File: src/rtl/cg_rvarch_pkg.sv
// Shared RISC-V architectural constants and the writeback request record.
package cg_rvarch_pkg;

  localparam int unsigned XLEN       = 32;
  localparam int unsigned REG_ADDR_W = $clog2(32);

  typedef struct packed {
    logic [REG_ADDR_W-1:0] addr;
    logic [XLEN-1:0]       data;
  } wb_req_t;

endpackage

File: src/rtl/cg_rr_arbiter.sv
// Generic round-robin arbiter: one-hot grant searched from a rotating pointer that
// moves just past the winner on every grant.
module cg_rr_arbiter #(
  parameter int unsigned N = 3
) (
  input  logic                 i_clk,
  input  logic                 i_rst,
  input  logic                 i_en,
  input  logic [N-1:0]         i_req,
  output logic [N-1:0]         o_gnt,
  output logic [$clog2(N)-1:0] o_gnt_idx
);

  localparam int unsigned IdxW = $clog2(N);

  logic [IdxW-1:0] ptr_q;
  logic [IdxW:0]   sum;
  logic [IdxW-1:0] k;
  logic            found;

  // Walk ptr, ptr+1, ... with wrap; the first requester seen wins.
  always_comb begin
    o_gnt     = '0;
    o_gnt_idx = '0;
    found     = 1'b0;
    sum       = '0;
    k         = '0;
    for (int unsigned i = 0; i < N; i++) begin
      sum = {1'b0, ptr_q} + (IdxW + 1)'(i);
      k   = (sum >= (IdxW + 1)'(N)) ? IdxW'(sum - (IdxW + 1)'(N)) : IdxW'(sum);
      if (i_en && !found && i_req[k]) begin
        found     = 1'b1;
        o_gnt[k]  = 1'b1;
        o_gnt_idx = k;
      end
    end
  end

  always_ff @(posedge i_clk or posedge i_rst) begin
    if (i_rst) begin
      ptr_q <= '0;
    end else if (found) begin
      ptr_q <= (o_gnt_idx == IdxW'(N - 1)) ? '0 : o_gnt_idx + 1'b1;
    end
  end

endmodule

File: src/rtl/cg_rvarch_wb_arbiter.sv
// Register-file writeback arbiter: round-robin selection among requesters feeding a
// single registered write port; writes to x0 are accepted but never enabled.
module cg_rvarch_wb_arbiter
  import cg_rvarch_pkg::*;
#(
  parameter int unsigned DATA_WIDTH = XLEN,
  parameter int unsigned DATA_NUM   = 1 << REG_ADDR_W,
  parameter int unsigned NUM_REQ    = 3
) (
  input  logic                               i_clk,
  input  logic                               i_rst,
  input  logic                               i_hold,
  input  logic [NUM_REQ-1:0]                 i_req_valid,
  output logic [NUM_REQ-1:0]                 o_req_ready,
  input  logic [NUM_REQ*$clog2(DATA_NUM)-1:0] i_req_addr,
  input  logic [NUM_REQ*DATA_WIDTH-1:0]      i_req_data,
  output logic [$clog2(DATA_NUM)-1:0]        o_rd_addr,
  output logic                               o_rd_we,
  output logic [DATA_WIDTH-1:0]              o_rd_data,
  output logic [$clog2(NUM_REQ)-1:0]         o_grant_id
);

  localparam int unsigned AW = $clog2(DATA_NUM);
  localparam int unsigned GW = $clog2(NUM_REQ);

  logic          arb_en;
  logic [GW-1:0] gnt_idx;
  logic          accept;
  logic [AW-1:0] sel_addr;
  logic [DATA_WIDTH-1:0] sel_data;

  // Reset gates the grant too, so nothing is handed out while i_rst is high.
  assign arb_en = !i_hold && !i_rst;

  cg_rr_arbiter #(
    .N(NUM_REQ)
  ) u_arb (
    .i_clk    (i_clk),
    .i_rst    (i_rst),
    .i_en     (arb_en),
    .i_req    (i_req_valid),
    .o_gnt    (o_req_ready),
    .o_gnt_idx(gnt_idx)
  );

  assign accept   = |o_req_ready;
  assign sel_addr = i_req_addr[gnt_idx*AW +: AW];
  assign sel_data = i_req_data[gnt_idx*DATA_WIDTH +: DATA_WIDTH];

  always_ff @(posedge i_clk or posedge i_rst) begin
    if (i_rst) begin
      o_rd_we    <= 1'b0;
      o_rd_addr  <= '0;
      o_rd_data  <= '0;
      o_grant_id <= '0;
    end else if (accept) begin
      o_rd_we    <= (sel_addr != '0);
      o_rd_addr  <= sel_addr;
      o_rd_data  <= sel_data;
      o_grant_id <= gnt_idx;
    end else begin
      o_rd_we <= 1'b0;
    end
  end

endmodule

File: config.mk
export PLATFORM = sky130hd
export DESIGN_NAME = cg_rvarch_wb_arbiter
export DESIGN_NICKNAME = d
export VERILOG_FILES = /design/src/rtl/cg_rvarch_pkg.sv /design/src/rtl/cg_rr_arbiter.sv /design/src/rtl/cg_rvarch_wb_arbiter.sv
export SDC_FILE = /design/constraint.sdc
export NUM_CORES = 1
export LEC_CHECK = 0
export BUFFER_PORTS_ARGS = -buffer_cell sky130_fd_sc_hd__clkbuf_2
export CAP_MARGIN = 20
export CORE_MARGIN = 5
export CORE_UTILIZATION = 48
export DETAILED_ROUTE_END_ITERATION = 10
export PLACE_DENSITY = 0.86
export SLEW_MARGIN = 10
export SYNTH_ARGS = -nofsm -noshare
export SYNTH_HDL_FRONTEND = slang
export SYNTH_SLANG_ARGS = --single-unit
File: constraint.sdc
create_clock -name i_clk -period 6.48 [get_ports i_clk]
set_input_delay 0.648 -clock i_clk [delete_from_list [all_inputs] [get_ports i_clk]]
set_output_delay 0.648 -clock i_clk [all_outputs]
set_load 0.1 [all_outputs]
Word level (Yosys, flattened, before mapping)

Index checks and enable logic that the tools add are counted.

Bits in registers: 42
Output and inout bits: 43
Logic and storage cells: 67
Input bits: 117

$mul: 1
Reduce and logical (&&, ||, !) cells: 15
$add $sub $neg: 6
Magnitude comparators: 9
Shift operators: 2
Mux-type cells: 26
Bitwise logic cells: 2
Equality and inequality tests: 1

Operator list:

| operator              | count |
|---|---|
| $shiftx A96 B8 Y32    | 1 |
| $shiftx A15 B6 Y5     | 1 |
| $mux W2               | 7 |
| $mux W1               | 10 |
| $logic_and A1 B1 Y1   | 9 |
| $lt A2 B3 Y1 const B  | 3 |
| $mux W3               | 3 |
| $bmux W1 S2           | 3 |
| $demux W1 S2          | 3 |
| $ge A2 B1 Y1 const B  | 3 |
| $ge A3 B2 Y1 const B  | 2 |
| $or A3 B3 Y3          | 2 |
| $sub A2 B2 Y2 const B | 3 |
| $mul A2 B3 Y5 const B | 1 |
| $reduce_bool A5 Y1    | 1 |
| $logic_not A1 Y1      | 4 |
| $add A2 B1 Y3 const B | 1 |
| $add A2 B2 Y3 const B | 1 |
| $reduce_or A3 Y1      | 1 |
| $add A2 B1 Y2 const B | 1 |
| $eq A2 B2 Y1 const B  | 1 |
| $ge A2 B2 Y1 const B  | 1 |

Logic depth before layout (Yosys ltp)

Gate-level depths: netlist of run 1.

Depth in word-level cells: 18
Depth in mapped cells: 12
Gate-level depth less buffers: 9

Cells and area by module

A second synthesis of run 1 with hierarchy kept.

Cell total of the unflattened synthesis: 303
Area, all modules: 2,606.2 µm²

By module, submodules not included:

| module               | area an instance (µm²) | seq. area each (µm²) | instances | cells an instance |
|---|---|---|---|---|
| cg_rvarch_wb_arbiter | 2,213.4                | 1,001.0              | 1         | 254 |
| cg_rr_arbiter        | 392.9                  | 50.0                 | 1         | 49 |

Worst setup path before layout of run 1

OpenSTA, ideal clock, no wires.

Path type: reg2out
Start point: register u_arb.ptr_q[1]
End point: output o_req_ready[0]
Data required time: 5.832 ns
Stages on the path, launching flop included: 8
Arrival: 2.153 ns
Path buffers: 0
Path slack: 3.679 ns
Path through: dfrtp_1 inv_1 ha_1 mux2i_1 o22a_2 and4b_1 a22oi_1 inv_1

Longest elaborated chain between the ends: 14
Elaborated cells between the ends (all ways): 46
Those cells by class: add/sub (5); order compare (9); mux (20); bitwise (2); reduce/logical (10)

Ends and longest elaborated chain:

| element                                                | line                       | source |
|---|---|---|
| from (decl)                                            | cg_rr_arbiter.sv:16        | `logic [IdxW-1:0] ptr_q;` |
| from (signal assigned)                                 | cg_rr_arbiter.sv:43        | `ptr_q <= (o_gnt_idx == IdxW'(N - 1)) ? '0 : o_gnt_idx + 1'b1;` |
| branches (longest 13 deep; another with $add A2 B1 Y3) | n/a                        |  |
| $mux W3 (*)                                            | cg_rr_arbiter.sv:31        | `if (i_en && !found && i_req[k]) begin` |
| to (decl)                                              | cg_rvarch_wb_arbiter.sv:14 | `output logic [NUM_REQ-1:0] o_req_ready,` |

Every way passes the cells marked *. The select of a mux whose other input is x is not followed.

Worst setup path after layout of run 1

Start point: register u_arb.ptr_q[1]
End point: register o_rd_we

Longest elaborated chain between the ends: 18
Elaborated cells between the ends (all ways): 54
Those cells by class: add/sub (5); mul (1); order compare (9); shift (1); mux (24); bitwise (2); reduce/logical (12)

Ends and longest elaborated chain:

| element                                                | line                       | source |
|---|---|---|
| branches (longest 17 deep; another with $mul A2 B3 Y5) | n/a                        |  |
| $mux W1 (*)                                            | cg_rvarch_wb_arbiter.sv:56 | `end else if (accept) begin` |
| to (signal assigned)                                   | cg_rvarch_wb_arbiter.sv:57 | `o_rd_we <= (sel_addr != '0);` |
| to (decl)                                              | cg_rvarch_wb_arbiter.sv:18 | `output logic o_rd_we,` |

Marked as above.
A chain may end at the register's enable or synchronous reset.

==> metrics.cfg, run 1 <==
[clock_tree]
htree_num_levels = 2
cts_buffers = 5
cts_tree = yes
clk_latency_ns = 0.29
cts_setup_buffers = 0
path_clk_slew_ns = 0.09
hold_buffers = 0
cts.sinks = 42
clockBufferDepth = 2
post_cts_resized = 0
cts_root_buf = clkbuf_8

[routing]
vias_per_cell = 5.08
dr.pass1.iters = 4
drc = 0
wl_mm = 7.32
wl_per_cell_um = 14.9
drt_first_iter_violations = 80
via_count = 2495
antenna_left = 0

[critical_path]
crit_fanout = 23
crit_path_end_kind = flop
critPathRequiredTime_ns = 6.65
crit_arrival_ns = 3.60
startpoint_type = flop
critPathKind = flop to flop

[floorplanning]
num_rows = 28
boundaryPins = 160
initial_core_util = 0.487
fp.dieW_um = 87.0
dieArea_um2 = 7570
die_height_um = 87.0
coreArea_um2 = 5850

[sta]
tightest_slew_ns = 0.857
final-hold-violation-count = 0
finalClockSkew_ns = 0.0130
period_share = 0.529
tns_ns = 0
max_slew_margin = 0.428
period_needed_ns = 3.43
slew_viol_final = 0
maxClockFrequency_mhz = 292
grt_setup_unrepaired = false
setup_viol = 0

[final_layout]
multi_input_area_um2 = 1660
fillers = 461
area_growth_pct = 33.3
drive_above_1_share = 0.526
antenna_cells = 0
seqCellArea_um2 = 1050
nets = 536

[logic_synthesis]
synth_nets = 383
yosysWarnings = 0
synth.distinct_cells = 34
syn_inst = 262
synth_area_per_cell_um2 = 10.9
yosys_register_bits = 42
synth_area_um2 = 2850
yosysSeqAreaShare = 0.369

[placement]
post-dp-hpwl_mm = 5.65
port_buffers = 159
gp_congestion = 0.876

[grt]
grt_pass1_vias = 2475
grt_usage = 0.182
overflow = 0
grt_max_degree = 52
antenna_found_initial = 0
grt_pass1_wl_mm = 11.0

[outcome]
status = completed

[job]
drv_cap = 0

[hold_path]
hp-class = flop to flop

-- area by class of cell --
class                           count  share of cell area
Multi-Input combinational cell    195               0.439
Sequential cell                    42               0.277
Timing Repair Buffer              163               0.223
Tap cell                           75              0.0247
Clock buffer                        5              0.0181
Clock inverter                      3              0.0106
Inverter                            8             0.00792
-- cell families (layout without fill, tap and decap cells) --
logic type,after synthesis,count (layout),synth area share
AND/OR/NAND/NOR,56,56,0.0905
adder cells (fa/ha/maj),4,4,0.0176
buffers and inverters,25,179,0.0514
multiplexers,79,79,0.346
AO/OA/AOI/OAI,56,56,0.125
flip-flops,42,42,0.369
-- cell usage after synthesis --
library cell / count / area (um2)
o22ai_2: 2 / 25.0
nor2b_1: 1 / 6.26
buf_6: 5 / 56.3
o31ai_1: 2 / 15.0
o41a_1: 1 / 11.3
a31o_1: 1 / 8.76
o311a_1: 1 / 10.0
a21oi_1: 38 / 190
nor3b_1: 2 / 15.0
o21ai_2: 1 / 8.76
nand4b_1: 1 / 8.76
ha_1: 4 / 50.1
clkbuf_1: 2 / 7.51
nor2_2: 1 / 6.26
buf_2: 9 / 45.0
a22o_1: 3 / 26.3
buf_4: 1 / 7.51
and2b_4: 1 / 10.0
nand2_1: 5 / 18.8
a22oi_1: 3 / 22.5
mux2i_1: 40 / 400
a2bb2oi_2: 1 / 15.0
nand3_1: 1 / 5.00
o21bai_1: 1 / 7.51
inv_1: 8 / 30.0
nand3_2: 1 / 10.0
dfrtp_1: 42 / 1050
o21ai_0: 1 / 5.00
and4b_1: 1 / 10.0
and4bb_1: 1 / 12.5
nor2_1: 40 / 150
mux2_4: 39 / 586
o22a_2: 1 / 10.0
nor3_1: 1 / 5.00
-- path summary, 6_finish.rpt --
kind / from / end / slack (ns) / cells past startpoint
setup / recovery: u_arb.ptr_q[1] / o_rd_we / 3.05 / 10
hold / removal: o_rd_data[21] / o_rd_data[21] / 0.51 / 1
setup reg to reg: u_arb.ptr_q[1] / o_rd_we / 3.05 / 10
hold reg to reg: o_rd_data[21] / o_rd_data[21] / 0.51 / 1
max in group asynchronous: i_rst / u_arb.ptr_q[0] / 5.41 / 2
min in group asynchronous: i_rst / o_rd_addr[3] / 0.52 / 2
-- critical path, stage by stage (launching register included) --
cell and delay (ns):
dfrtp_1 0.41, inv_1 0.09, ha_1 0.30, mux2i_1 0.36, a22o_1 0.18, nand3_1 0.12
o22ai_4 0.63, buf_4 0.49, mux2i_1 0.23, a21oi_1 0.10, o41a_1 0.39
-- metrics by stage --
step,cells,hold slack (ns),cell area [um2],util,setup WS [ns]
final,491,0.513,3790,0.648,3.05
after floorplan,262,0.498,2850,-,3.68
after global routing,491,0.534,3790,0.648,2.80
after detailed placement,482,0.493,3660,0.625,2.90
after global placement,482,0.492,3660,0.625,3.01
after CTS,490,0.517,3770,0.644,2.86
-- placed cells by master (no fill, tap or decap), types with 2 or more instances in the layout --
cell and count:
clkbuf_2 159, a22oi_1 3, mux2_4 39, clkbuf_8 5, a21oi_1 38, nand2_1 5, o31ai_1 2, nor2_1 40
clkinv_2 2, nor3b_1 2, dfrtp_1 42, ha_1 4, inv_1 7, buf_4 3, mux2i_1 40, a22o_1 3
-- per-layer routing --
metal	up-vias	wire length (um)	track usage	part of all wire
li1	1241	-	-	-
met1	1143	2940	0.221	0.40
met2	102	3670	0.323	0.50
met3	9	628	0.0426	0.086
met4	0	83	0.0467	0.011
met5	-	0	0	0
-- state kept, by name (all words and copies together), names as in the netlist --
register,count
o_rd_data,32
o_rd_addr,5
o_grant_id,2
u_arb.ptr_q,2
o_rd_we,1
Power of run 1 is not shown: default switching activity piles up to over one toggle a cycle in this logic, so the estimate is an artifact.
==> inputs of run 2 (changes only) <==
- CORE_UTILIZATION: 48 -> 45
- PLACE_DENSITY: 0.86 -> 0.81
- clock period: 6.48 -> 3.5 ns (I/O delays scaled with it)
==> run 2 against run 1 <==
Critical path depth down 1. Register-to-register slack worse by 2.3 ns. Clock skew down 0.0056 ns. Hold slack worse by 0.29 ns. Highest routed layer unchanged.
==> metrics.cfg, run 2 (synthesis results as in run 1) <==
[routing]
wl_met2_mm = 3.79  ; was 3.67 mm
wl_per_cell_um = 14.9  ; about the same
vias_per_cell = 5.15  ; was 5.08
via_count = 2552  ; was 2495
dr.pass1.iters = 4  ; unchanged
wl_met3_um = 659  ; was 628 um
drt_first_iter_violations = 95  ; was 80
wl_met1_mm = 2.77  ; was 2.94 mm
highest_layer = met4  ; unchanged
antenna_left = 0  ; unchanged
drc = 0  ; unchanged
wl_mm = 7.40  ; was 7.32 mm

[floorplanning]
initial_core_util = 0.456  ; was 0.487
dieArea_um2 = 8020  ; was 7570 um2
num_rows = 29  ; was 28
boundaryPins = 160  ; unchanged
fp.dieW_um = 89.5  ; was 87.0 um
coreArea_um2 = 6240  ; was 5850 um2
die_height_um = 89.5  ; was 87.0 um

[clock_tree]
cts_buffers = 5  ; unchanged
cts_setup_buffers = 0  ; unchanged
post_cts_resized = 0  ; unchanged
clockBufferDepth = 2  ; unchanged
cts.sinks = 42  ; unchanged
cts_tree = yes  ; unchanged
path_clk_slew_ns = 0.08  ; was 0.09 ns
cts_root_buf = clkbuf_8  ; unchanged
htree_num_levels = 2  ; unchanged
clk_latency_ns = 0.29  ; about the same
hold_buffers = 0  ; unchanged

[critical_path]
crit_fanout = 6  ; was 23
crit_arrival_ns = 2.67  ; was 3.60 ns
reg2reg_to = o_rd_we  ; unchanged
ff2ff_setup_slack_ns = 0.71  ; was 3.05 ns
critPathRequiredTime_ns = 3.15  ; was 6.65 ns
startpoint_type = flop  ; unchanged
crit_path_end = o_req_ready[0]  ; was o_rd_we
crit_path_end_kind = output pin  ; was flop
r2r_cells = 10  ; unchanged
critPathKind = flop to output pin  ; was flop to flop
critPathLaunch = u_arb.ptr_q[1]  ; unchanged
rr_startpoint = u_arb.ptr_q[1]  ; unchanged

[sta]
tns_ns = 0  ; unchanged
finalClockSkew_ns = 0.00740  ; was 0.0130 ns
final-hold-violation-count = 0  ; unchanged
tightest_slew_ns = 0.845  ; was 0.857 ns
period_share = 0.862
maxClockFrequency_mhz = 331
grt_setup_unrepaired = false  ; unchanged
slew_viol_final = 0  ; unchanged
setup_viol = 0  ; unchanged
period_needed_ns = 3.02
max_slew_margin = 0.436  ; was 0.428

[grt]
grt_usage = 0.176  ; was 0.182
grt_max_degree = 43  ; was 52
antenna_found_initial = 0  ; unchanged
overflow = 0  ; unchanged
grt_pass1_wl_mm = 10.8  ; was 11.0 mm
grt_pass1_vias = 2445  ; was 2475

[placement]
dpl_cell_area_um2 = 3710  ; was 3660 um2
port_buffers = 159  ; unchanged
dp.cells = 488  ; was 482
gp_congestion = 0.909  ; was 0.876
post-dp-hpwl_mm = 5.87  ; was 5.65 mm

[final_layout]
final_cell_mix = clkbuf_2 (159), dfrtp_1 (42), mux2i_1 (40), nor2_1 (40), mux2_4 (39)  ; unchanged
nets = 539  ; was 536
largestRegisters = o_rd_data x32, o_rd_addr x5  ; unchanged
area_growth_pct = 34.2  ; was 33.3%
drive_above_1_share = 0.525  ; was 0.526
top_register = o_rd_data  ; unchanged
fillers = 527  ; was 461
final_cells = 496  ; was 491
largest_register_ffs = 32  ; unchanged
mostFrequentLayoutCell = clkbuf_2  ; unchanged
antenna_cells = 0  ; unchanged
fin_area_um2 = 3820  ; was 3790 um2

[hold_path]
hp-class = input port to asynchronous set/reset pin  ; was flop to flop

[job]
drv_cap = 0  ; unchanged

[outcome]
status = completed  ; unchanged

## run 2: cell count changes in the layout (fill, tap and decap cells not counted)
cell,before,now
clkbuf_1,0,2
clkinv_2,2,0
buf_4,3,5
buf_12,0,2
buf_16,1,0
## run 2: final cells by class
class	instances	area (um2)	area share
clock buffer	7	76.3	0.0200
inverter	8	30.0	0.00786
timing repair buffer	166	873	0.229
multi-input combinational	195	1660	0.435
clock inverter	1	30.0	0.00786
tap	77	96.3	0.0252
sequential	42	1050	0.275
## run 2: worst min-delay path by stage
| stage | from | end | slack (ns) | depth (start not counted) |
|---|---|---|---|---|
| final | i_rst | o_rd_data[31] | 0.23 | 2 |
| after detailed placement | o_rd_data[31] | o_rd_data[31] | 0.49 | 1 |
| after floorplan | u_arb.ptr_q[1] | u_arb.ptr_q[1] | 0.50 | 2 |
| after global routing | i_rst | o_rd_data[14] | 0.31 | 2 |
| after CTS | i_rst | u_arb.ptr_q[1] | 0.26 | 2 |
| after global placement | o_rd_data[25] | o_rd_data[25] | 0.49 | 1 |
## run 2: critical path, stage by stage (launching register included)
cell	delay, ns
dfrtp_1	0.41
inv_1	0.08
ha_1	0.28
mux2i_1	0.36
o22ai_2	0.20
nor2_2	0.24
a22o_1	0.17
a22oi_1	0.09
inv_1	0.09
clkbuf_2	0.45
## run 2: layer usage
layer	GRT usage	vias up
met2	0.317	114
met3	0.0470	15
met4	0.0744	0
met1	0.193	1170
li1	-	1253
met5	0	-
## run 2: per-stage QoR
step	setup slack (ns)	hold WS, ns	util
global route	0.302	0.308	0.612
global placement	0.886	0.491	0.595
detailed placement	0.707	0.494	0.595
floorplan	0.997	0.498	-
CTS	0.484	0.255	0.612
finish	0.483	0.225	0.612
Power of run 2 is left out for the same reason.
==> inputs of run 3 (changes only) <==
- CELL_PAD_IN_SITES_DETAIL_PLACEMENT: not set -> 1
- CELL_PAD_IN_SITES_GLOBAL_PLACEMENT: not set -> 1
- CORE_UTILIZATION: 45 -> 33
- PLACE_DENSITY: 0.81 -> not set
- PLACE_DENSITY_LB_ADDON: not set -> 0.1
==> run 3 against run 2 <==
Core utilization decreased by 15 points. Register-to-register slack got worse by 0.16 ns. Global-route usage decreased by 0.83 points. First-iteration DRC count decreased by 55%. Non-clock buffer count decreased by 2. Die area increased by 32%.
==> metrics.cfg, run 3 (synthesis results as in run 1) <==
[clock_tree]
path_clk_slew_ns = 0.09  ; was 0.08 ns
cts_root_buf = clkbuf_8  ; unchanged
cts_tree = yes  ; unchanged
cts_setup_buffers = 0  ; unchanged
clk_latency_ns = 0.30  ; was 0.29 ns
cts.sinks = 42  ; unchanged
clockBufferDepth = 2  ; unchanged
htree_num_levels = 2  ; unchanged
cts_buffers = 5  ; unchanged
hold_buffers = 0  ; unchanged
post_cts_resized = 0  ; unchanged

[floorplanning]
initial_core_util = 0.343  ; was 0.456
fp.dieW_um = 103  ; was 89.5 um
num_rows = 33  ; was 29
die_height_um = 103  ; was 89.5 um
boundaryPins = 160  ; unchanged
coreArea_um2 = 8300  ; was 6240 um2
dieArea_um2 = 10600  ; was 8020 um2

[sta]
max_slew_margin = 0.388  ; was 0.436
final-hold-violation-count = 0  ; unchanged
tns_ns = 0  ; unchanged
period_share = 0.849  ; was 0.862
maxClockFrequency_mhz = 336  ; was 331 MHz
worst_slack_ns = 0.528  ; was 0.483 ns
grt_setup_unrepaired = false  ; unchanged
period_needed_ns = 2.97  ; was 3.02 ns
finalClockSkew_ns = 0.0152  ; was 0.00740 ns
slew_viol_final = 0  ; unchanged
setup_viol = 0  ; unchanged
tightest_slew_ns = 0.917  ; was 0.845 ns

[final_layout]
final_cells = 522  ; was 496
antenna_cells = 0  ; unchanged
largest_register_ffs = 32  ; unchanged
top_register = o_rd_data  ; unchanged
mostFrequentLayoutCell = clkbuf_2  ; unchanged
postLayoutCoreUtil = 0.464  ; was 0.612
final_cell_mix = clkbuf_2 (159), dfrtp_1 (42), mux2i_1 (40), nor2_1 (40), mux2_4 (39)  ; unchanged
fillers = 1008  ; was 527
nets = 537  ; was 539
largestRegisters = o_rd_data x32, o_rd_addr x5  ; unchanged
area_growth_pct = 35.4  ; was 34.2%
drive_above_1_share = 0.523  ; was 0.525

[critical_path]
cp_common_cell = inv_1  ; unchanged
cp_slowest_cell = dfrtp_1  ; was clkbuf_2
crit_arrival_ns = 2.62  ; was 2.67 ns
crit_path_end_kind = output pin  ; unchanged
startpoint_type = flop  ; unchanged
worst-path-stages = 9  ; unchanged
slowest_delay_ns = 0.41  ; was 0.45 ns
crit_fanout = 6  ; unchanged
cp_num_buf_inv = 3  ; unchanged
critical_path.cell_chain = inv_1 -> ha_1 -> mux2i_1 -> o22a_2 -> nor2_1 -> a31o_1 -> a22oi_1 -> inv_1 -> clkbuf_2  ; was inv_1 -> ha_1 -> mux2i_1 -> o22ai_2 -> nor2_2 -> a22o_1 -> a22oi_1 -> inv_1 -> clkbuf_2
critPathRequiredTime_ns = 3.15  ; about the same
ff2ff_setup_slack_ns = 0.55  ; was 0.71 ns
crit_family = compound AO/OA/AOI/OAI gates  ; was buffers and inverters
r2r_cells = 10  ; unchanged
critPathKind = flop to output pin  ; unchanged

[hold_path]
hp-class = input port to asynchronous set/reset pin  ; unchanged

[job]
drv_cap = 0  ; unchanged

[routing]
antenna_left = 0  ; unchanged
drt_first_iter_violations = 43  ; was 95
wl_mm = 8.86  ; was 7.40 mm
via_count = 2567  ; was 2552
drc = 0  ; unchanged
vias_per_cell = 4.92  ; was 5.15
dr.pass1.iters = 4  ; unchanged
wl_per_cell_um = 17.0  ; was 14.9 um

[placement]
dp_slack_ns = 0.551  ; was 0.707 ns
dp.cells = 514  ; was 488
port_buffers = 159  ; unchanged
post-dp-hpwl_mm = 6.93  ; was 5.87 mm
gp_congestion = 0.771  ; was 0.909

[grt]
grt_usage = 0.167  ; was 0.176
overflow = 0  ; unchanged
antenna_found_initial = 0  ; unchanged
grt_pass1_vias = 2829  ; was 2445
grt_max_degree = 78  ; was 43
grt_pass1_wl_mm = 13.8  ; was 10.8 mm

[outcome]
status = completed  ; unchanged

[run 3: area by class of cell]
type	count	area, um2	share of cell area
Multi-Input combinational cell	195	1660	0.432
Sequential cell	42	1050	0.273
Timing Repair Buffer	164	871	0.226
Tap cell	105	131	0.0341
Clock buffer	7	76.3	0.0198
Clock inverter	1	30.0	0.00779
Inverter	8	30.0	0.00779
[run 3: path summary, 6_finish.rpt]
kind                           startpoint        endpoint
max                        u_arb.ptr_q[1]  o_req_ready[1]
min                                 i_rst   o_rd_data[23]
max reg2reg                u_arb.ptr_q[0]         o_rd_we
min reg2reg                  o_rd_data[8]    o_rd_data[8]
max in group asynchronous           i_rst   o_rd_data[11]
min in group i_clk         i_req_data[51]   o_rd_data[19]
[run 3: stage by stage]
step / cell area, um2 / hold WS (ns)
6_report: 3850 / 0.252
5_1_grt: 3850 / 0.355
4_1_cts: 3850 / 0.306
3_5_place_dp: 3750 / 0.494
3_3_place_gp: 3750 / 0.492
2_1_floorplan: 2850 / 0.498
[run 3: per-layer routing]
metal	global-route usage	wire, um	vias up
met1	0.207	3700	1212
met5	0	0	-
met2	0.280	4200	103
met3	0.0582	856	8
met4	0.0408	104	0
li1	-	-	1244
Power of run 3 is left out for the same reason.
